<file path="config.mk">
export PLATFORM = sky130hd
export DESIGN_NAME = dmem_arbiter
export DESIGN_NICKNAME = d
export VERILOG_FILES = /design/src/rtl/dmem_arbiter.sv
export SDC_FILE = /design/constraint.sdc
export NUM_CORES = 1
export LEC_CHECK = 0
export CAP_MARGIN = 20
export CORE_AREA = 2 2 120 122
export CTS_BUF_LIST = sky130_fd_sc_hd__clkbuf_4 sky130_fd_sc_hd__clkbuf_8 sky130_fd_sc_hd__clkbuf_16
export CTS_CLUSTER_SIZE = 20
export DETAILED_ROUTE_END_ITERATION = 16
export DIE_AREA = 0 0 122 124
export PLACE_DENSITY_LB_ADDON = 0.1
export SYNTH_ARGS = -nofsm -noshare
export SYNTH_HDL_FRONTEND = slang
export SYNTH_SLANG_ARGS = --single-unit
</file>
<file path="constraint.sdc">
create_clock -name clock -period 2.5 [get_ports clock]
set_clock_uncertainty 0.05 [all_clocks]
set_input_delay 0.5 -clock clock [delete_from_list [all_inputs] [get_ports clock]]
set_output_delay 0.5 -clock clock [all_outputs]
set_load 0.05 [all_outputs]
</file>
<file path="src/rtl/dmem_arbiter.sv">
`default_nettype none
// ============================================================================
// Module   : dmem_arbiter
// Brief    : Bounded-burst round-robin arbiter sharing data_memory between the
//            processor datapath (port 0) and the boot/debug loader (port 1).
// Revision : 1.0 - initial release
// ============================================================================
module dmem_arbiter #(
    parameter int AW        = 32,
    parameter int DW        = 32,
    parameter int MAX_BURST = 4
) (
    input  logic          clock,
    input  logic          reset,
    input  logic          req0,
    input  logic          req1,
    input  logic          we0,
    input  logic          we1,
    input  logic [AW-1:0] addr0,
    input  logic [AW-1:0] addr1,
    input  logic [DW-1:0] wdata0,
    input  logic [DW-1:0] wdata1,
    input  logic [1:0]    size0,
    input  logic [1:0]    size1,
    output logic          gnt0,
    output logic          gnt1,
    output logic          rvalid0,
    output logic          rvalid1,
    output logic [DW-1:0] rdata0,
    output logic [DW-1:0] rdata1,
    output logic          err0,
    output logic          err1,
    output logic          stall0,
    output logic [AW-1:0] mem_addr,
    output logic          mem_re,
    output logic          mem_we,
    output logic [DW-1:0] mem_wdata,
    output logic [1:0]    mem_size,
    input  logic [DW-1:0] mem_rdata
);

    localparam int              c_CW       = (MAX_BURST < 1) ? 1 : $clog2(MAX_BURST + 1);
    localparam logic [c_CW-1:0] c_MAX      = c_CW'(MAX_BURST);
    localparam logic [c_CW-1:0] c_ONE      = c_CW'(1);
    localparam logic [1:0]      c_OWN_NONE = 2'd0;
    localparam logic [1:0]      c_OWN_P0   = 2'd1;
    localparam logic [1:0]      c_OWN_P1   = 2'd2;

    logic [1:0]      r_owner;
    logic            r_last;       // 1 = port 1 was granted last
    logic [c_CW-1:0] r_cnt;
    logic            r_pend_valid;
    logic            r_pend_port;
    logic            r_pend_rd;
    logic            r_pend_err;

    logic            w_gnt0;
    logic            w_gnt1;
    logic            w_gnt_any;
    logic            w_legal0;
    logic            w_legal1;
    logic            w_sel_we;
    logic            w_sel_legal;
    logic [1:0]      w_gnt_owner;
    logic [AW-1:0]   w_mem_addr;
    logic [DW-1:0]   w_mem_wdata;
    logic [1:0]      w_mem_size;
    logic            w_mem_re;
    logic            w_mem_we;
    logic            w_rvalid0;
    logic            w_rvalid1;

    function automatic logic f_legal(input logic [1:0] size, input logic [1:0] lsb);
        case (size)
            2'b00:   f_legal = 1'b1;
            2'b01:   f_legal = ~lsb[0];
            2'b11:   f_legal = (lsb == 2'b00);
            default: f_legal = 1'b0;
        endcase
    endfunction

    assign w_legal0 = f_legal(size0, addr0[1:0]);
    assign w_legal1 = f_legal(size1, addr1[1:0]);

    // Reset gates the grant so nothing reaches memory while reset is high.
    always_comb begin
        w_gnt0 = 1'b0;
        w_gnt1 = 1'b0;
        if (!reset) begin
            if (req0 && !req1) begin
                w_gnt0 = 1'b1;
            end else if (req1 && !req0) begin
                w_gnt1 = 1'b1;
            end else if (req0 && req1) begin
                if (r_owner == c_OWN_P0 && r_cnt < c_MAX) begin
                    w_gnt0 = 1'b1;
                end else if (r_owner == c_OWN_P1 && r_cnt < c_MAX) begin
                    w_gnt1 = 1'b1;
                end else if (r_last) begin
                    w_gnt0 = 1'b1;
                end else begin
                    w_gnt1 = 1'b1;
                end
            end
        end
    end

    assign w_gnt_any   = w_gnt0 | w_gnt1;
    assign w_gnt_owner = w_gnt1 ? c_OWN_P1 : c_OWN_P0;

    always_comb begin
        w_mem_addr  = '0;
        w_mem_wdata = '0;
        w_mem_size  = 2'b00;
        w_sel_we    = 1'b0;
        w_sel_legal = 1'b0;
        if (w_gnt0) begin
            w_mem_addr  = addr0;
            w_mem_wdata = wdata0;
            w_mem_size  = size0;
            w_sel_we    = we0;
            w_sel_legal = w_legal0;
        end else if (w_gnt1) begin
            w_mem_addr  = addr1;
            w_mem_wdata = wdata1;
            w_mem_size  = size1;
            w_sel_we    = we1;
            w_sel_legal = w_legal1;
        end
    end

    // Illegal accesses keep their slot but never strobe the memory.
    assign w_mem_re = w_gnt_any & ~w_sel_we & w_sel_legal;
    assign w_mem_we = w_gnt_any &  w_sel_we & w_sel_legal;

    always_ff @(posedge clock) begin
        if (reset) begin
            r_owner      <= c_OWN_NONE;
            r_last       <= 1'b1;
            r_cnt        <= '0;
            r_pend_valid <= 1'b0;
            r_pend_port  <= 1'b0;
            r_pend_rd    <= 1'b0;
            r_pend_err   <= 1'b0;
        end else if (w_gnt_any) begin
            if (r_owner == w_gnt_owner) begin
                r_cnt <= (r_cnt == c_MAX) ? r_cnt : r_cnt + c_ONE;
            end else begin
                r_owner <= w_gnt_owner;
                r_cnt   <= c_ONE;
            end
            r_last       <= w_gnt1;
            r_pend_valid <= 1'b1;
            r_pend_port  <= w_gnt1;
            r_pend_rd    <= ~w_sel_we & w_sel_legal;
            r_pend_err   <= ~w_sel_legal;
        end else begin
            r_owner      <= c_OWN_NONE;
            r_cnt        <= '0;
            r_pend_valid <= 1'b0;
        end
    end

    // Completions are suppressed combinationally during reset so a return
    // owed to the reset cycle is dropped rather than delivered.
    assign w_rvalid0 = ~reset & r_pend_valid & ~r_pend_port;
    assign w_rvalid1 = ~reset & r_pend_valid &  r_pend_port;

    assign gnt0      = w_gnt0;
    assign gnt1      = w_gnt1;
    assign stall0    = ~reset & req0 & ~w_gnt0;
    assign rvalid0   = w_rvalid0;
    assign rvalid1   = w_rvalid1;
    assign err0      = w_rvalid0 & r_pend_err;
    assign err1      = w_rvalid1 & r_pend_err;
    assign rdata0    = (w_rvalid0 & r_pend_rd) ? mem_rdata : '0;
    assign rdata1    = (w_rvalid1 & r_pend_rd) ? mem_rdata : '0;
    assign mem_addr  = w_mem_addr;
    assign mem_wdata = w_mem_wdata;
    assign mem_size  = w_mem_size;
    assign mem_re    = w_mem_re;
    assign mem_we    = w_mem_we;

endmodule
`default_nettype wire
</file>
======== Yosys cells after proc, flatten, opt, wreduce, memory -nomap -nowiden ========
Cells that the tools add are included.
cells by class
  multiplexer cells ....................... 32
  order comparisons ....................... 1
  reduce and logical (&&, ||, !) cells .... 13
  bitwise gates (word level) .............. 24
  eq/ne operators ......................... 9
  add/subtract/negate cells ............... 1
operators with widths
  cell                                            count
  2-to-1 mux 32 bit                               6
  2-to-1 mux 1 bit                                21
  bitwise AND 1 bit                               14
  NOT 1 bit                                       9
  logical NOT 2 bit                               4
  == test 2 x 1 -> 1 bit (second input constant)  3
  == test 2 bit (second input constant)           3
  2-to-1 mux 2 bit                                3
  case mux 1 bit (3 select lines)                 2
  logical AND 1 bit                               5
  adder 3 x 1 -> 3 bit (second input constant)    1
  == test 3 bit (second input constant)           1
  < comparator 3 bit (second input constant)      1
  OR reduction 3 bit                              1
  == test 2 bit                                   1
  logical NOT 1 bit                               2
  inequality test 2 bit (second input constant)   1
  OR reduction 2 bit                              1
  bitwise OR 1 bit                                1
word-level totals
  logic and storage cells ................. 88
  flip-flop bits (word level) ............. 10
  input bits .............................. 170
  output and inout bits ................... 139

======== Longest topological paths before layout ========
  depth in word-level cells ............... 13
  mapped depth ............................ 6
  mapped depth without buffers ............ 6

======== Worst setup path before layout ========
Ideal clock, no wire load.
  path kind ............................... input to output
  start ................................... in reset
  end ..................................... out rdata1[23]
  path buffers ............................ 2
  cell stages on the path ................. 5
  required time ........................... 1950 ps
  setup slack ............................. -161 ps
  data arrival time ....................... 2111 ps
  cells stage by stage .................... inv_1 -> and3_1 -> clkbuf_1 -> clkbuf_1 -> and3_1
on the way
  word-level cells in the longest chain between the ends .. 5
RTL lines
  item                            RTL line  RTL
  start: declaration              14        input logic reset,
  NOT 1 bit                       167       assign w_rvalid1 = ~reset & r_pend_valid & r_pend_port;
  bitwise AND 1 bit (2 in a row)  167
  net rvalid1                     28        output logic rvalid1,
  bitwise AND 1 bit               177       assign rdata1 = (w_rvalid1 & r_pend_rd) ? mem_rdata : '0;
  2-to-1 mux 32 bit               177
  end: declaration                30        output logic [DW-1:0] rdata1,
The timed path passes the listed nets, and every way through them passes these cells.

======== Worst setup path after layout ========
  start ................................... in req0
  end ..................................... out mem_wdata[16]
on the way
  word-level cells in the longest chain between the ends .. 7
  elaborated cells between the ends (all ways) .. 14
  those cells by class .................... 10 x mux; 4 x reduce/logical
RTL lines
  item                                                           RTL line  RTL
  start: declaration                                             15        input logic req0,
  logical AND 1 bit / logical NOT 1 bit (equally long branches)  94, 92
  2-to-1 mux 1 bit / logical AND 1 bit (equally long branches)   94, 92
  2-to-1 mux 1 bit                                               92        end else if (req1 && !req0) begin
  2-to-1 mux 1 bit                                               90        if (req0 && !req1) begin
  2-to-1 mux 1 bit                                               89        if (!reset) begin
  2-to-1 mux 32 bit                                              123       end else if (w_gnt1) begin
  2-to-1 mux 32 bit *                                            117       if (w_gnt0) begin
  end: declaration                                               37        output logic [DW-1:0] mem_wdata,
Mark *: on every way between the ends. The rest lies on a longest branch, timed or not.

==> results.md <==
- Outcome: completed
- Yosys warns: 0
- Global-route wire length before repair: 21.27 mm
- Most common cell after layout, fill and taps aside: clkdlybuf4s50_1
- FILL cells: 1234
- Multi-input combinational cell area: 1645 sq um
- Total GRT Usage: 0.1849
- Crit path launch type: input port
- Initial antenna violation count: 6
- Pin count of the biggest net entering global routing: 65
- Final setup margin: 0.03677 ns
- Area delta synth->final: 301.9%
- Fin crit share: 0.9853
- CTS buffer count: 3
- Setup Total Neg Slack: 0 ns
- Worst ir drop on vdd: 0.2765 mV
- Hold Startpoint: r_pend_err$_SDFFE_PP0N_
- Top-area cell type share of the netlist area: 0.3177
- Max-cap violation count: 0
- GPL Wtd Cong: 0.8737
- Distinct cells, synth: 38
- DP Worst Slack: -0.3176 ns
- Final Hold Vio Count: 0
- Endpoints failing setup: 0
- Top fanout value on the critical path: 19
- Reg2reg path depth: 6
- Max Root-Sink Buffers: 2
- Die Span Y: 124 um
- Die ar.: about 15000 sq um
- Largest cells by area after synthesis: a22o_1 32%, and3_1 23%, dfxtp_1 11%
- Seq. cell area: a little over 200 sq um
- Synth Instances: 231
- Vias in the first global route: approximately 3300
- Count of pins over their slew limit: 0
- Via density: about 4.5
- Sequential area share after synthesis: 0.1135
- Starting density of the core: 0.1286
- EDFF count, synth: 0
- Wire length per cell: 20.80 um
- Hpwl dp: 12.91 mm
- Worst-path clk slew: 0.04 ns
- Worst R2R Start: r_cnt[2]$_SDFFE_PP0N_
- H-tree depth: 1
- Top Ports: 309
- Largest area contributor in the netlist: a22o_1
- # nets final: slightly above 700
- Async set-reset flop share out of synthesis: 0
- CTS root buf: clkbuf_16
- Drt drc: 0
- #FFs+latches synth: 10
- Total core area: approximately 14000 sq um
- R2R Setup Slk: approximately 0.7 ns
- Layout cells sized above 1: 0.4047
- Hold crit path type: reg2reg
- DRT Wirelength: 15.33 mm
- CTS tree: built
- DR vias: roughly 3300
- DR pass1 iterations: 4
- Initial DRC Count: roughly 110
- Std cell rows: 43
- Pwr Density: 285.6 nW/um^2
- Max-slew headroom: 0.6528
- Worst slew pin tran: about 0.5 ns
- Synthesized net count: 403
- WP data arrival: 1.91 ns
- CTS sink count: 10
- ANT nets after route: 0
- Synth Area per Inst: 7.637 sq um
- Max Clk Rate: 406.0 MHz
- Primary FF master, synth: dfxtp_1
- # port buffers: 308
- Clock insertion delay at the later pin of the skew report: 0.24 ns
- Setup crit end kind: output pin
- FF-to-FF End: r_pend_err$_SDFFE_PP0N_
- Worst Path Required: 1.95 ns
- Tmin final: 2.463 ns
- RSZ-0062 raised after global routing: yes
- Die W: 122 um
- Most frequent cells in the layout: 165 x clkdlybuf4s50_1, 148 x buf_12, 65 x and3_1
- Mapped cell area: 1764 sq um
- Leak: 3.117 nW
- Worst Path Class, Setup: in2out
- Hold Crit Endpoint: r_pend_err$_SDFFE_PP0N_
- Hold Crit Depth: 1
- Gr ovfl total: 0
## worst max-delay path by stage
stage | start | slack, ns | cells past startpoint | to
2_1_floorplan | reset | 0.12 | 5 | rdata1[23]
5_1_grt | req0 | -0.03 | 8 | mem_wdata[16]
3_3_place_gp | req1 | -0.28 | 7 | mem_wdata[29]
4_1_cts | size0[0] | 0.01 | 6 | mem_we
3_5_place_dp | req1 | -0.32 | 8 | mem_addr[0]
6_report | req0 | 0.04 | 8 | mem_wdata[16]
## logic make-up after synthesis
logic type | after synthesis | share of synthesized area
buffers and inverters | 35 | 0.1014
multiplexers | 1 | 0.005674
AND/OR/NAND/NOR | 92 | 0.3199
XOR/XNOR | 1 | 0.004965
flip-flops | 10 | 0.1135
adder cells (fa/ha/maj) | 2 | 0.01418
AO/OA/AOI/OAI | 90 | 0.4404
## cell usage after synthesis, drive strengths merged (2+ instances only)
cell and instances:
a21oi 3, a221oi 3, a22o 64, a22oi 4, and2 4, and3 65
buf 13, clkbuf 16, dfxtp 10, ha 2, inv 6, nand2 3
nand2b 4, nand3 2, nor2 5, nor2b 3, nor3 2, nor3b 2
o21ai 5, o221ai 2, o22ai 2
## critical path, cell delays in order
cell and delay [ns]:
dlygate4sd2_1 0.26, buf_4 0.16, o221ai_4 0.12, nor2_4 0.20, buf_12 0.15, buf_12 0.16, a22o_1 0.20, buf_12 0.15
## cell type report
| type | count | share of cell area |
|---|---|---|
| clock buffers | 4 | 0.01253 |
| well taps | 180 | 0.03176 |
| flip-flops and latches | 10 | 0.02894 |
| multi-input cells | 186 | 0.2320 |
| inverters | 6 | 0.003176 |
| repair buffers | 345 | 0.6894 |
| diodes | 6 | 0.002118 |
## state kept, by name, summed over array words and instances, names as in the netlist
signal and flops:
r_pend_rd 1, r_pend_err 1, r_pend_port 1, r_cnt 3, r_owner 2, r_last 1
r_pend_valid 1
## through the flow
step | std cells | utilization | power, W | hold slack [ns] | area, sq um
3_3_place_gp | 719 | 0.4842 | 0.001624 | 0.4669 | 6643
3_5_place_dp | 719 | 0.4842 | 0.001634 | 0.4654 | 6643
5_1_grt | 737 | 0.5168 | 0.002105 | 0.5001 | 7091
6_report | 737 | 0.5168 | 0.002025 | 0.4833 | 7091
2_1_floorplan | 231 | - | 0.0007746 | 0.4270 | 1773
4_1_cts | 730 | 0.5050 | 0.002000 | 0.4824 | 6928
## layer usage
layer	share of wire	track usage	vias up
li1	-	-	1558
met1	0.35	0.1966	1561
met4	0.030	0.07471	0
met3	0.076	0.04899	26
met2	0.55	0.3460	147
met5	0	0	-
## power by group
| group | leakage, nW | internal, W | switching (W) |
|---|---|---|---|
| combinational | 2.99 | 0.000818 | 0.000711 |
| clock | 0.0442 | 0.000241 | 0.0000765 |
| sequential | 0.0838 | 0.000170 | 0.00000911 |
| total | 3.12 | 0.00123 | 0.000796 |
## what timing repair did
action | in CTS | in global routing
cloned | 1 | 0
endpoints found under the setup margin | 102 | 37
pin swaps | 5 | 4
hold buffers | 0 | 0
resized for setup | 24 | 20
setup buffers | 7 | 1
Power figures use the tool's default switching activity.
